$ cat config.mk
export PLATFORM = sky130hd
export DESIGN_NAME = alu_arbiter_flat
export DESIGN_NICKNAME = d
export VERILOG_FILES = /design/src/rtl/alu_arbiter_if.sv /design/src/rtl/alu_arbiter.sv /design/src/flat_wrapper.sv
export SDC_FILE = /design/constraint.sdc
export NUM_CORES = 1
export LEC_CHECK = 0
export BUFFER_PORTS_ARGS = -buffer_cell sky130_fd_sc_hd__buf_2
export CAP_MARGIN = 20
export CORE_MARGIN = 4
export CORE_UTILIZATION = 45
export CTS_CLUSTER_DIAMETER = 120
export DETAILED_ROUTE_END_ITERATION = 7
export PLACE_DENSITY = 0.92
export SYNTH_ARGS = -nofsm -noshare
export SYNTH_HDL_FRONTEND = slang
export SYNTH_SLANG_ARGS = --single-unit
export TNS_END_PERCENT = 1
$ cat constraint.sdc
create_clock -name clk -period 2.9 [get_ports clk]
set_input_delay 0.725 -clock clk [delete_from_list [all_inputs] [get_ports clk]]
set_output_delay 0.725 -clock clk [all_outputs]
set_load 0.02 [all_outputs]
$ cat src/rtl/alu_arbiter_if.sv
// Request/response and shared-ALU signal bundle for alu_arbiter.
// slave is the arbiter's view; master is the requesters' and ALU's view.
interface alu_arbiter_if #(
    parameter int DATA_WIDTH = 16
);
    logic                  req0_valid;
    logic                  req0_ready;
    logic [2:0]            req0_oc;
    logic [DATA_WIDTH-1:0] req0_a;
    logic [DATA_WIDTH-1:0] req0_b;
    logic                  rsp0_valid;
    logic                  rsp0_ready;
    logic [DATA_WIDTH-1:0] rsp0_f;
    logic                  rsp0_err;

    logic                  req1_valid;
    logic                  req1_ready;
    logic [2:0]            req1_oc;
    logic [DATA_WIDTH-1:0] req1_a;
    logic [DATA_WIDTH-1:0] req1_b;
    logic                  rsp1_valid;
    logic                  rsp1_ready;
    logic [DATA_WIDTH-1:0] rsp1_f;
    logic                  rsp1_err;

    logic [2:0]            alu_oc;
    logic [DATA_WIDTH-1:0] alu_a;
    logic [DATA_WIDTH-1:0] alu_b;
    logic [DATA_WIDTH-1:0] alu_f;
    logic                  busy;

    modport slave (
        input  req0_valid, req0_oc, req0_a, req0_b, rsp0_ready,
        input  req1_valid, req1_oc, req1_a, req1_b, rsp1_ready,
        input  alu_f,
        output req0_ready, rsp0_valid, rsp0_f, rsp0_err,
        output req1_ready, rsp1_valid, rsp1_f, rsp1_err,
        output alu_oc, alu_a, alu_b, busy
    );

    modport master (
        output req0_valid, req0_oc, req0_a, req0_b, rsp0_ready,
        output req1_valid, req1_oc, req1_a, req1_b, rsp1_ready,
        output alu_f,
        input  req0_ready, rsp0_valid, rsp0_f, rsp0_err,
        input  req1_ready, rsp1_valid, rsp1_f, rsp1_err,
        input  alu_oc, alu_a, alu_b, busy
    );
endinterface

$ cat src/rtl/alu_arbiter.sv
// Round-robin share of one ALU between two requesters; accept-to-rsp_valid is 2 cycles.
// Result is held until the winner's rsp_ready; requests wait with ready low meanwhile.
module alu_arbiter #(
    parameter int DATA_WIDTH = 16
) (
    input  logic          clk,
    input  logic          rst,
    alu_arbiter_if.slave  bus
);
    localparam logic [2:0] OC_DIV = 3'b011;

    typedef enum logic [1:0] {
        IDLE = 2'd0,
        EXEC = 2'd1,
        RESP = 2'd2
    } state_t;

    state_t                state_q, state_d;
    logic                  last_q, last_d;
    logic                  src_q, src_d;
    logic [2:0]            op_oc_q, op_oc_d;
    logic [DATA_WIDTH-1:0] op_a_q, op_a_d;
    logic [DATA_WIDTH-1:0] op_b_q, op_b_d;
    logic [DATA_WIDTH-1:0] res_q, res_d;
    logic                  err_q, err_d;

    logic gnt_vld;
    logic gnt_id;
    logic rsp_ack;

    always_ff @(posedge clk) begin
        if (rst) begin
            state_q <= IDLE;
            last_q  <= 1'b1;
            src_q   <= 1'b0;
            op_oc_q <= '0;
            op_a_q  <= '0;
            op_b_q  <= '0;
            res_q   <= '0;
            err_q   <= 1'b0;
        end else begin
            state_q <= state_d;
            last_q  <= last_d;
            src_q   <= src_d;
            op_oc_q <= op_oc_d;
            op_a_q  <= op_a_d;
            op_b_q  <= op_b_d;
            res_q   <= res_d;
            err_q   <= err_d;
        end
    end

    // On a tie the requester not served last wins.
    always_comb begin
        gnt_vld = bus.req0_valid | bus.req1_valid;
        gnt_id  = 1'b0;
        if (bus.req0_valid && bus.req1_valid) begin
            gnt_id = ~last_q;
        end else if (bus.req1_valid) begin
            gnt_id = 1'b1;
        end
    end

    assign rsp_ack = src_q ? bus.rsp1_ready : bus.rsp0_ready;

    always_comb begin
        state_d = state_q;
        last_d  = last_q;
        src_d   = src_q;
        op_oc_d = op_oc_q;
        op_a_d  = op_a_q;
        op_b_d  = op_b_q;
        res_d   = res_q;
        err_d   = err_q;
        case (state_q)
            IDLE: begin
                if (gnt_vld && !rst) begin
                    src_d   = gnt_id;
                    op_oc_d = gnt_id ? bus.req1_oc : bus.req0_oc;
                    op_a_d  = gnt_id ? bus.req1_a  : bus.req0_a;
                    op_b_d  = gnt_id ? bus.req1_b  : bus.req0_b;
                    state_d = EXEC;
                end
            end
            EXEC: begin
                if (op_oc_q == OC_DIV && op_b_q == '0) begin
                    res_d = '1;
                    err_d = 1'b1;
                end else begin
                    res_d = bus.alu_f;
                    err_d = 1'b0;
                end
                state_d = RESP;
            end
            RESP: begin
                if (rsp_ack) begin
                    last_d  = src_q;
                    state_d = IDLE;
                end
            end
            default: state_d = IDLE;
        endcase
    end

    // Ready is masked by rst so nothing looks accepted while reset is held.
    always_comb begin
        bus.req0_ready = 1'b0;
        bus.req1_ready = 1'b0;
        if (state_q == IDLE && gnt_vld && !rst) begin
            bus.req0_ready = ~gnt_id;
            bus.req1_ready = gnt_id;
        end
        bus.rsp0_valid = (state_q == RESP) && !src_q;
        bus.rsp1_valid = (state_q == RESP) && src_q;
        bus.rsp0_f     = res_q;
        bus.rsp1_f     = res_q;
        bus.rsp0_err   = err_q;
        bus.rsp1_err   = err_q;
        bus.alu_oc     = op_oc_q;
        bus.alu_a      = op_a_q;
        bus.alu_b      = op_b_q;
        bus.busy       = (state_q != IDLE);
    end
endmodule

$ cat src/flat_wrapper.sv
// flat-port wrapper written by rule: the top's interface ports become plain ports
module alu_arbiter_flat 
#(
    parameter int DATA_WIDTH = 16
)
  (clk, rst, bus_req0_valid, bus_req0_oc, bus_req0_a, bus_req0_b, bus_rsp0_ready, bus_req1_valid, bus_req1_oc, bus_req1_a, bus_req1_b, bus_rsp1_ready, bus_alu_f, bus_req0_ready, bus_rsp0_valid, bus_rsp0_f, bus_rsp0_err, bus_req1_ready, bus_rsp1_valid, bus_rsp1_f, bus_rsp1_err, bus_alu_oc, bus_alu_a, bus_alu_b, bus_busy);
  alu_arbiter_if #(.DATA_WIDTH(DATA_WIDTH)) bus_i ();
  input  logic clk;
  input  logic rst;
  input wire logic [$bits(bus_i.req0_valid)-1:0] bus_req0_valid;
  input wire logic [$bits(bus_i.req0_oc)-1:0] bus_req0_oc;
  input wire logic [$bits(bus_i.req0_a)-1:0] bus_req0_a;
  input wire logic [$bits(bus_i.req0_b)-1:0] bus_req0_b;
  input wire logic [$bits(bus_i.rsp0_ready)-1:0] bus_rsp0_ready;
  input wire logic [$bits(bus_i.req1_valid)-1:0] bus_req1_valid;
  input wire logic [$bits(bus_i.req1_oc)-1:0] bus_req1_oc;
  input wire logic [$bits(bus_i.req1_a)-1:0] bus_req1_a;
  input wire logic [$bits(bus_i.req1_b)-1:0] bus_req1_b;
  input wire logic [$bits(bus_i.rsp1_ready)-1:0] bus_rsp1_ready;
  input wire logic [$bits(bus_i.alu_f)-1:0] bus_alu_f;
  output wire logic [$bits(bus_i.req0_ready)-1:0] bus_req0_ready;
  output wire logic [$bits(bus_i.rsp0_valid)-1:0] bus_rsp0_valid;
  output wire logic [$bits(bus_i.rsp0_f)-1:0] bus_rsp0_f;
  output wire logic [$bits(bus_i.rsp0_err)-1:0] bus_rsp0_err;
  output wire logic [$bits(bus_i.req1_ready)-1:0] bus_req1_ready;
  output wire logic [$bits(bus_i.rsp1_valid)-1:0] bus_rsp1_valid;
  output wire logic [$bits(bus_i.rsp1_f)-1:0] bus_rsp1_f;
  output wire logic [$bits(bus_i.rsp1_err)-1:0] bus_rsp1_err;
  output wire logic [$bits(bus_i.alu_oc)-1:0] bus_alu_oc;
  output wire logic [$bits(bus_i.alu_a)-1:0] bus_alu_a;
  output wire logic [$bits(bus_i.alu_b)-1:0] bus_alu_b;
  output wire logic [$bits(bus_i.busy)-1:0] bus_busy;
  assign bus_i.req0_valid = bus_req0_valid;
  assign bus_i.req0_oc = bus_req0_oc;
  assign bus_i.req0_a = bus_req0_a;
  assign bus_i.req0_b = bus_req0_b;
  assign bus_i.rsp0_ready = bus_rsp0_ready;
  assign bus_i.req1_valid = bus_req1_valid;
  assign bus_i.req1_oc = bus_req1_oc;
  assign bus_i.req1_a = bus_req1_a;
  assign bus_i.req1_b = bus_req1_b;
  assign bus_i.rsp1_ready = bus_rsp1_ready;
  assign bus_i.alu_f = bus_alu_f;
  assign bus_req0_ready = bus_i.req0_ready;
  assign bus_rsp0_valid = bus_i.rsp0_valid;
  assign bus_rsp0_f = bus_i.rsp0_f;
  assign bus_rsp0_err = bus_i.rsp0_err;
  assign bus_req1_ready = bus_i.req1_ready;
  assign bus_rsp1_valid = bus_i.rsp1_valid;
  assign bus_rsp1_f = bus_i.rsp1_f;
  assign bus_rsp1_err = bus_i.rsp1_err;
  assign bus_alu_oc = bus_i.alu_oc;
  assign bus_alu_a = bus_i.alu_a;
  assign bus_alu_b = bus_i.alu_b;
  assign bus_busy = bus_i.busy;
  alu_arbiter #(.DATA_WIDTH(DATA_WIDTH)) u_core (.clk(clk), .rst(rst), .bus(bus_i));
endmodule
; Yosys cells after proc, flatten, opt, wreduce, memory -nomap -nowiden
; Index checks and enable logic that the tools add are counted.
[word_totals]
ff_bits = 56
inputBits = 92
out_inout_bits = 74
wordCells = 44
[op_classes]
n_eq_ne = 5
mux = 13
n_bitwise = 3
n_reduce_logical = 15
[op_table]
columns = cell, count
row1 = $mux W16, 3
row2 = $logic_not A16 Y1, 1
row3 = $logic_and A1 B1 Y1, 7
row4 = $mux W1, 6
row5 = $pmux W2 S3, 1
row6 = $reduce_and A2 Y1, 3
row7 = $mux W2, 2
row8 = $ne A2 B1 Y1 const B, 2
row9 = $eq A3 B2 Y1 const B, 1
row10 = $mux W3, 1
row11 = $eq A2 B1 Y1 const B, 1
row12 = $eq A2 B2 Y1 const B, 1
row13 = $logic_not A1 Y1, 2
row14 = $logic_not A2 Y1, 1
row15 = $not A1 Y1, 2
row16 = $reduce_bool A2 Y1, 1
row17 = $or A1 B1 Y1, 1

; Depth between registers and ports, before layout
[depth]
word_depth = 4
depth_mapped = 6
ltp_nobuf = 3

; Worst setup path after synthesis
; OpenSTA, ideal clock, no wires.
[synth_timing]
kind = input to output
from = input bus_req1_valid
to = output bus_req0_ready
t_arrival_ns = 1.826
required_time_ns = 2.175
path_slack_ns = 0.349
stages = 5
path_buffers = 2
cell_sequence = or2_1 buf_6 clkbuf_1 nand2_1 nor3_1
[synth_via]
elab_chain_len = 4
elab_cells_between_ends = 8
classes_between = mux (3) / bitwise (2) / reduce/logical (3)
[synth_lines]
columns = element, line_no
row1 = start: declaration, flat_wrapper.sv:15  ; input wire logic [$bits(bus_i.req1_valid)-1:0] bus_req1_valid;
row2 = "$mux W1, or another cell as far along", alu_arbiter.sv:59  ; end else if (bus.req1_valid) begin
row3 = $mux W1 or $logic_and A1 B1 Y1 (tied branches), "alu_arbiter.sv:57, alu_arbiter.sv:109"
row4 = $not A1 Y1 or $logic_and A1 B1 Y1 (tied branches), "alu_arbiter.sv:110, alu_arbiter.sv:109"
row5 = $mux W1 (*), alu_arbiter.sv:109  ; if (state_q == IDLE && gnt_vld && !rst) begin
row6 = end: declaration, flat_wrapper.sv:21  ; output wire logic [$bits(bus_i.req0_ready)-1:0] bus_req0_ready;
; Every way passes the cells marked *; elsewhere a longest branch is shown, timed or not.

; Worst setup path in the final report
[layout_timing]
from = register u_core.state_q[1]
to = output bus_req1_ready
[layout_via]
elab_chain_len = 4
[layout_lines]
columns = element, line_no
row1 = start: declaration, alu_arbiter.sv:18  ; state_t state_q, state_d;
row2 = start signal: assignment, alu_arbiter.sv:42  ; state_q <= state_d;
row3 = $logic_not A2 Y1, alu_arbiter.sv:109
row4 = $logic_and A1 B1 Y1 (2 in series), alu_arbiter.sv:109
row5 = $mux W1, alu_arbiter.sv:109
row6 = end: declaration, flat_wrapper.sv:25  ; output wire logic [$bits(bus_i.req1_ready)-1:0] bus_req1_ready;
; Every way passes these cells.

==> impl_metrics.env <==
export IMPL_outcome="complete, no violations"
export IMPL_wl_um=7730
export IMPL_yosys_area_top_type="dfxtp_1"
export IMPL_setup_viol=0
export IMPL_drt_iter0_drc=83
export IMPL_num_rows=28
export IMPL_initial_core_util=0.469
export IMPL_grt_start_max_net_pins=37
export IMPL_worst_clock_skew_ps=9.14
export IMPL_drive_gt1_frac=0.490
export IMPL_htree_levels=2
export IMPL_cts_tree="yes"
export IMPL_slowest_stage="dfxtp_1"
export IMPL_antenna_found_initial=0
export IMPL_insertion_delay_ps=300
export IMPL_fin_ws_ps=631
export IMPL_hold_path_class="reg -> reg"
export IMPL_dr_total_vias=2782
export IMPL_grt_pass1_vias=2650
export IMPL_clk_path_buf_depth=2
export IMPL_critPathCaptureType="primary output"
export IMPL_netlist_instances=307
export IMPL_cts_resized=0
export IMPL_cpPeakStageDelay_ps=350
export IMPL_slew_headroom=0.643
export IMPL_ant_nets=0
export IMPL_rsz0062_at_grt="no"
export IMPL_overflow=0
export IMPL_wl_per_cell_um=14.9
export IMPL_gp_congestion=0.774
export IMPL_dr_pass1_iters=4
export IMPL_critPathLaunchType="flip-flop"
export IMPL_port_buffers=165
export IMPL_path_max_fanout=21
export IMPL_coreArea_mm2=0.00599
export IMPL_yosysWarningCount=0
export IMPL_synth_flop_cell="dfxtp_1"
export IMPL_slew_viol_final=0
export IMPL_cp_arrival_ps=1540
export IMPL_synth_seq_cells=56
export IMPL_cts_root_buf="clkbuf_8"
export IMPL_required_ps=2170
export IMPL_ios=166
export IMPL_maxCapViolations=0
export IMPL_synth_area_mm2=0.00281
export IMPL_crit_chain="nor2_2 -> buf_4 -> nand2_1 -> nor3_1 -> buf_2"
export IMPL_post_cts_buffers=0
export IMPL_synth_cell_type_count=27
export IMPL_die_h_um=87.0
export IMPL_die_x_um=87.0
export IMPL_final_period_utilization=0.782
export IMPL_dieArea_mm2=0.00757
export IMPL_path_depth=5
export IMPL_critPathTopFamily="buffers and inverters"
export IMPL_avgViaCountPerCell=5.37
export IMPL_n_antenna_cell=0
export IMPL_drc=0
export IMPL_cts_num_sinks=56
export IMPL_synth_top_cell_area_share=0.399
export IMPL_areaGrowthSynthToFinish_pct=28.9
export IMPL_dpl_worst_slack_ps=640
export IMPL_ys_seq_area_frac=0.399
export IMPL_syn_num_nets=399
export IMPL_reg2reg_depth=4
export IMPL_leakagePower_nw=1.71
export IMPL_crit_buf_inv=2
export IMPL_period_needed_ps=2270
export IMPL_ctsHoldBuffers=0
export IMPL_fmax_mhz=441
export IMPL_min_path_cells=2
export IMPL_nets=534
export IMPL_worst_pin_slew_ps=534
export IMPL_netlist_top_cells_area="dfxtp_1 40%, a311oi_2 16%, nand2_1 9.8%"
export IMPL_syn_avg_cell_area_um2=9.15
export IMPL_path_clk_slew_ps=100
export IMPL_fill_cells=509
export IMPL_grt_pass1_wl_um=12000
export IMPL_vdd_drop_max_uv=274
export IMPL_finalSetupTns_ps=0
export IMPL_async_flop_share=0
export IMPL_hold_viol=0
export IMPL_path_class="reg -> out"
export IMPL_grt_usage=0.196
export IMPL_hpwl_um=5770
export IMPL_cts_made_buffers=5
export IMPL_synth_edff_count=0
export IMPL_power_per_cell_area_mw_per_mm2=570
power breakdown:
group,internal [mW],switching (mW)
clock network,0.257,0.243
registers,0.854,0.0609
logic,0.254,0.394
layer usage:
| layer | vias to the layer above | global-route usage | wire (um) |
|---|---|---|---|
| li1 | 1367 | - | - |
| met1 | 1271 | 0.223 | 3040 |
| met2 | 134 | 0.356 | 3810 |
| met3 | 10 | 0.0482 | 740 |
| met4 | 0 | 0.0609 | 142 |
| met5 | - | 0 | 0 |
cell usage in the layout (no fill, tap or decap), drive strengths merged, types with 2 or more instances in the layout:
| master | instances |
|---|---|
| buf | 174 |
| nand2 | 73 |
| dfxtp | 56 |
| a21oi | 39 |
| a311oi | 35 |
| mux2i | 17 |
| o22ai | 16 |
| clkbuf | 6 |
| nor4 | 4 |
| nor2b | 3 |
| nor2 | 3 |
| inv | 2 |
| a21bo | 2 |
| nor3 | 2 |
| and2 | 2 |
Yosys cell counts, drive strengths merged (3+ instances only):
cell type and n:
o22ai 16, nor2 3, mux2i 17, dfxtp 56
nor4 4, nor2b 3, a21oi 39, nand2 73
clkbuf 15, buf 31, a311oi 35
final cells by class:
cell class / instances / area, um2 / share of cell area
Multi-Input combinational cell: 203 / 1400 / 0.386
Sequential cell: 56 / 1120 / 0.310
Timing Repair Buffer: 174 / 893 / 0.247
Tap cell: 75 / 93.8 / 0.0259
Clock buffer: 6 / 72.6 / 0.0200
Clock inverter: 2 / 35.0 / 0.00968
Inverter: 2 / 7.51 / 0.00207
worst paths after layout:
check                            from                     to  slack [ps]
hold reg to reg   u_core.bus.rsp0_err    u_core.bus.rsp0_err         500
setup reg to reg    u_core.state_q[0]  u_core.bus.rsp0_f[14]        1260
setup / recovery    u_core.state_q[1]         bus_req1_ready         630
hold / removal    u_core.bus.rsp0_err    u_core.bus.rsp0_err         500
metrics by stage:
stage | std cells | cell area [um2] | hold slack, ps | power, mW | utilization
3_3_place_gp | 510 | 3510 | 477 | 1.56 | 0.586
2_1_floorplan | 307 | 2810 | 529 | 1.39 | -
6_report | 518 | 3620 | 502 | 2.06 | 0.604
3_5_place_dp | 510 | 3510 | 490 | 1.58 | 0.586
4_1_cts | 518 | 3620 | 506 | 2.08 | 0.604
5_1_grt | 518 | 3620 | 541 | 2.17 | 0.604
worst reg2reg max path, delay by kind of cell (launching register included):
kind | cells | cell delay [ps]
buffers and inverters | 1 | 300
AOI/OAI and AO/OA | 1 | 310
DFF | 1 | 390
and+or+nand+nor | 2 | 560
cell families after synthesis:
family | count (synthesis) | synth area share
AND/OR/NAND/NOR | 91 | 0.137
AO/OA/AOI/OAI | 95 | 0.298
flip-flops | 56 | 0.399
buffers and inverters | 48 | 0.105
multiplexers | 17 | 0.0606
sequential cells by signal, indices dropped and copies added, names as in the netlist:
name	count
u_core.last_q	1
u_core.src_q	1
u_core.bus.alu_a	16
u_core.bus.alu_b	16
u_core.bus.rsp0_err	1
u_core.bus.rsp0_f	16
u_core.bus.alu_oc	3
u_core.state_q	2
No activity file was read; power rests on OpenSTA's default activity.
